$ cat src/rtl/dmux8way16_stream.sv
// dmux8way16_stream: registered 8-way demultiplexer with valid/ready handshakes.
// One input stream is steered by sel to one of eight one-entry lane registers,
// or copied to all eight lanes when bcast is high. Counts accepted input words.
module dmux8way16_stream #(
  parameter int unsigned WIDTH = 16,
  parameter int unsigned CNT_W = 16
) (
  input  logic             clk,
  input  logic             reset,
  input  logic [WIDTH-1:0] in_data,
  input  logic [2:0]       sel,
  input  logic             bcast,
  input  logic             in_valid,
  output logic             in_ready,
  output logic [WIDTH-1:0] a,
  output logic [WIDTH-1:0] b,
  output logic [WIDTH-1:0] c,
  output logic [WIDTH-1:0] d,
  output logic [WIDTH-1:0] e,
  output logic [WIDTH-1:0] f,
  output logic [WIDTH-1:0] g,
  output logic [WIDTH-1:0] h,
  output logic [7:0]       out_valid,
  input  logic [7:0]       out_ready,
  output logic [CNT_W-1:0] xfer_count
);

  logic [7:0]       full_q;
  logic [WIDTH-1:0] data_q [8];
  logic [CNT_W-1:0] cnt_q;

  logic [7:0] lane_free;
  logic       accept;
  logic [7:0] load;

  // Handshake: a lane can take a word if empty or being drained this cycle.
  // Broadcast needs every lane free so a write is never partial.
  always_comb begin
    lane_free = ~full_q | out_ready;
    in_ready  = ~reset & (bcast ? (&lane_free) : lane_free[sel]);
    accept    = in_valid & in_ready;
  end

  // Decode which lanes are written by this cycle's accepted word.
  always_comb begin
    load = '0;
    if (accept) begin
      if (bcast) begin
        load = '1;
      end else begin
        load[sel] = 1'b1;
      end
    end
  end

  // Lane registers and accept counter; a load wins over a same-cycle pop.
  always_ff @(posedge clk) begin
    if (reset) begin
      full_q <= '0;
      cnt_q  <= '0;
      for (int i = 0; i < 8; i++) begin
        data_q[i] <= '0;
      end
    end else begin
      for (int i = 0; i < 8; i++) begin
        if (load[i]) begin
          data_q[i] <= in_data;
          full_q[i] <= 1'b1;
        end else if (out_ready[i]) begin
          full_q[i] <= 1'b0;
        end
      end
      if (accept) begin
        cnt_q <= cnt_q + CNT_W'(1);
      end
    end
  end

  assign a          = data_q[0];
  assign b          = data_q[1];
  assign c          = data_q[2];
  assign d          = data_q[3];
  assign e          = data_q[4];
  assign f          = data_q[5];
  assign g          = data_q[6];
  assign h          = data_q[7];
  assign out_valid  = full_q;
  assign xfer_count = cnt_q;

endmodule
$ cat config.mk
export PLATFORM = sky130hd
export DESIGN_NAME = dmux8way16_stream
export DESIGN_NICKNAME = d
export VERILOG_FILES = /design/src/rtl/dmux8way16_stream.sv
export SDC_FILE = /design/constraint.sdc
export NUM_CORES = 1
export LEC_CHECK = 0
export CORE_AREA = 5 5 83 123
export CTS_CLUSTER_DIAMETER = 80
export DETAILED_ROUTE_END_ITERATION = 7
export DIE_AREA = 0 0 88 128
export DONT_BUFFER_PORTS = 1
export PLACE_DENSITY = 0.82
export SLEW_MARGIN = 20
export SYNTH_ARGS = -nofsm -noshare
export SYNTH_HDL_FRONTEND = slang
export SYNTH_SLANG_ARGS = --single-unit
$ cat constraint.sdc
create_clock -name clk -period 10.1 [get_ports clk]
set_clock_uncertainty 0.15 [all_clocks]
set_input_delay 1.515 -clock clk [delete_from_list [all_inputs] [get_ports clk]]
set_output_delay 1.515 -clock clk [all_outputs]
set_load 0.02 [all_outputs]
==> out/results.txt <==
pin count of the biggest net entering global routing = 51
Initial Util = 64.41%
Mapped Nets = 465
Setup TNS Final = 0 ns
Root Buffer = clkbuf_16
crit-path cells = and3b_1 -> a32o_1 -> o41ai_4 -> and3b_1
Post-Syn Instances = 433
grt ovf = 0
core area = 9092 um2
Row Count = 43
CTS tree = done
antenna violations before repair = 0
drt pass-1 iters = 5
Final Hold Viols = 0
Setup CP Type = in -> out
Max Clock Freq = 0.2279 GHz
Multi-input gate area = 1440 um2
Fillers = 571
Synth top area share = 65.63%
sequential fraction of the synthesis area = 73.83%
Data required, critical path = 8.44 ns
nets = 472
Seq. cell area = 4324 um2
Final min period = 4.388 ns
ant diodes = 0
worst setup path startpoint = sel[2]
antenna viol nets, final = 0
number of synthesized flops with an enable pin = 128
post-CTS sizing = 0
count of distinct cell types in the synthesized netlist = 40
gpl congestion = 0.7978
Starting DRT DRC Count = 236
RSZ-0062 raised after global routing = false
Routed WL = 13850 um
share of synthesized flip-flops with an asynchronous set or reset = 0%
overall power = 1.486 mW
CTS clk-pin slew, worst paths = 0.06 ns
vias in the first global route = 3591
CP peak stage delay = 0.42 ns
Critical R2R Capture = data_q[1][53]$_DFFE_PP_
dpl ws = 5.713 ns
first-pass GRT wire length = 20820 um
arrival time at the worst endpoint = 2.72 ns
Num CTS Buffers = 17
maximum clock path buffer count = 2
outcome = finished, final reports clean
WP depth = 4
most common cell in the netlist = edfxtp_1
setup repair bufs after CTS = 0
Max Cap Viol = 0
Inst Count DP = 533
design area = 6560 um2
Max-slew headroom = 37.23%
Clock Latency Late Sink = 0.41 ns
Critical Path Sink = in_ready
average size of a mapped cell = 13.53 um2
CP delay by family, top = compound AO/OA/AOI/OAI gates
PD cells = 226.4 nW/um2
max-slew violation count = 0
dpl cell area = 5968 um2
Synth Warn # = 0
final setup fails = 0
register bit total from synthesis = 152
Ports = 184
Post-Layout Cell Count = 565
reg2reg setup slack = 6.89 ns
Synth area leaders = edfxtp_1 (66%), dfxtp_1 (8.2%), nor2_1 (4.7%)
crit path launch type = input port
cell area after synthesis = 5857 um2
sink count of the clock tree = 152
depth of the CTS H-tree = 4
layout cells sized above 1 = 9.934%
Crit Path Max Fanout = 7
Area Overhead vs Synth = 12.01%
leakage = 2.414 nW
Worst R2R Path Depth = 6
WP buf/inv = 0
Critical-path top delay cell = o41ai_4
CP dominant cell by count = and3b_1
die area = 11260 um2
drt drc = 0
period utilisation layout = 43.45%
synth cell count leaders = edfxtp_1 (128), nor2_1 (73), and2_1 (33), nand2_1 (25), dfxtp_1 (24)
DR vias/cell = 6.158
type of the tightest min-delay check = reg -> reg
DR WL/cell = 24.51 um
cell taking the most area after synthesis = edfxtp_1
IO buf count = 0
Post-synth top flop = edfxtp_1
post-DP HPWL = 9830 um
Peak VDD IR = 218.6 uV
R2R Path Start = out_valid[1]$_SDFFE_PP0P_
DR vias = 3479
die width = 88 um
Setup WS post-layout = 5.712 ns
Slew @ Worst Pin = 0.9415 ns
endpoint class of the critical path = output port
hold-fix buffers at CTS = 0
Die Height = 128 um
aggregate global-route resource usage = 25.52%
==> worst min path at each step <==
stage | startpoint | end | slack, ns | cells past startpoint
2_1_floorplan | xfer_count[15]$_SDFFE_PP0P_ | xfer_count[15]$_SDFFE_PP0P_ | 0.41 | 2
3_3_place_gp | xfer_count[14]$_SDFFE_PP0P_ | xfer_count[14]$_SDFFE_PP0P_ | 0.43 | 2
3_5_place_dp | xfer_count[15]$_SDFFE_PP0P_ | xfer_count[15]$_SDFFE_PP0P_ | 0.44 | 2
4_1_cts | xfer_count[15]$_SDFFE_PP0P_ | xfer_count[15]$_SDFFE_PP0P_ | 0.46 | 2
5_1_grt | xfer_count[12]$_SDFFE_PP0P_ | xfer_count[12]$_SDFFE_PP0P_ | 0.48 | 2
6_report | xfer_count[15]$_SDFFE_PP0P_ | xfer_count[15]$_SDFFE_PP0P_ | 0.45 | 2
==> per-layer routing <==
| layer | global-route usage (%) | up-vias | wire length, um |
|---|---|---|---|
| met4 | 8.762 | 0 | 263 |
| met3 | 10.10 | 23 | 1257 |
| met5 | 0 | - | 0 |
| met2 | 45.96 | 187 | 7887 |
| met1 | 26.35 | 1702 | 4438 |
| li1 | - | 1567 | - |
==> cell usage in the layout, fill, tap and decap left out, drive strengths merged, types with 2 or more instances in the layout <==
cell	n
o21a	3
nand3b	2
nand2b	13
bufinv	2
nor2	73
nor3	2
and3	4
and3b	2
a21oi	13
edfxtp	128
o31ai	7
or4	4
nor2b	22
xor2	3
o22ai	3
inv	11
nand3	10
o21bai	5
clkinv	4
clkbuf	17
dfxtp	24
buf	7
o21ai	10
a41oi	2
and2	33
nand4	4
nand2	25
or3	7
a31oi	2
==> registers in the layout, summed over array words and instances, names as in the netlist <==
name and cells:
data_q 128, out_valid 8, xfer_count 16
==> final cells by class <==
cell class | instances | share of cell area [%]
Clock buffer | 17 | 6.485
Clock inverter | 15 | 2.537
Inverter | 3 | 0.1717
Multi-Input combinational cell | 259 | 21.95
Sequential cell | 152 | 65.92
Tap cell | 112 | 2.136
Timing Repair Buffer | 7 | 0.8011
==> worst register-to-register path, stage by stage (launching register included) <==
cell	delay, ns
dfxtp_1	0.40
nor2b_1	0.18
a32o_1	0.28
o41ai_4	0.42
nand3_2	0.47
a21o_1	0.35
nand2b_1	0.59
==> metrics by stage <==
stage	hold slack, ns	utilization (%)
final	0.4546	72.15
after global routing	0.4841	72.15
after detailed placement	0.4426	65.64
after CTS	0.4561	72.15
after floorplan	0.4121	-
after global placement	0.4320	65.64
==> where the power goes <==
| part | internal, mW | switching [mW] | leakage (nW) |
|---|---|---|---|
| registers | 0.727 | 0.0680 | 1.53 |
| clock network | 0.371 | 0.261 | 0.293 |
| logic | 0.0161 | 0.0429 | 0.589 |
| total | 1.11 | 0.372 | 2.41 |
==> logic make-up after synthesis <==
kind of cell / share of synthesized area, %
compound gates: 6.024
buf+inv: 1.581
mux: 0.1709
flops: 73.83
simple gates: 17.73
xor+xnor: 0.4487
fa+ha+maj: 0.2136
Power figures use the tool's default switching activity.
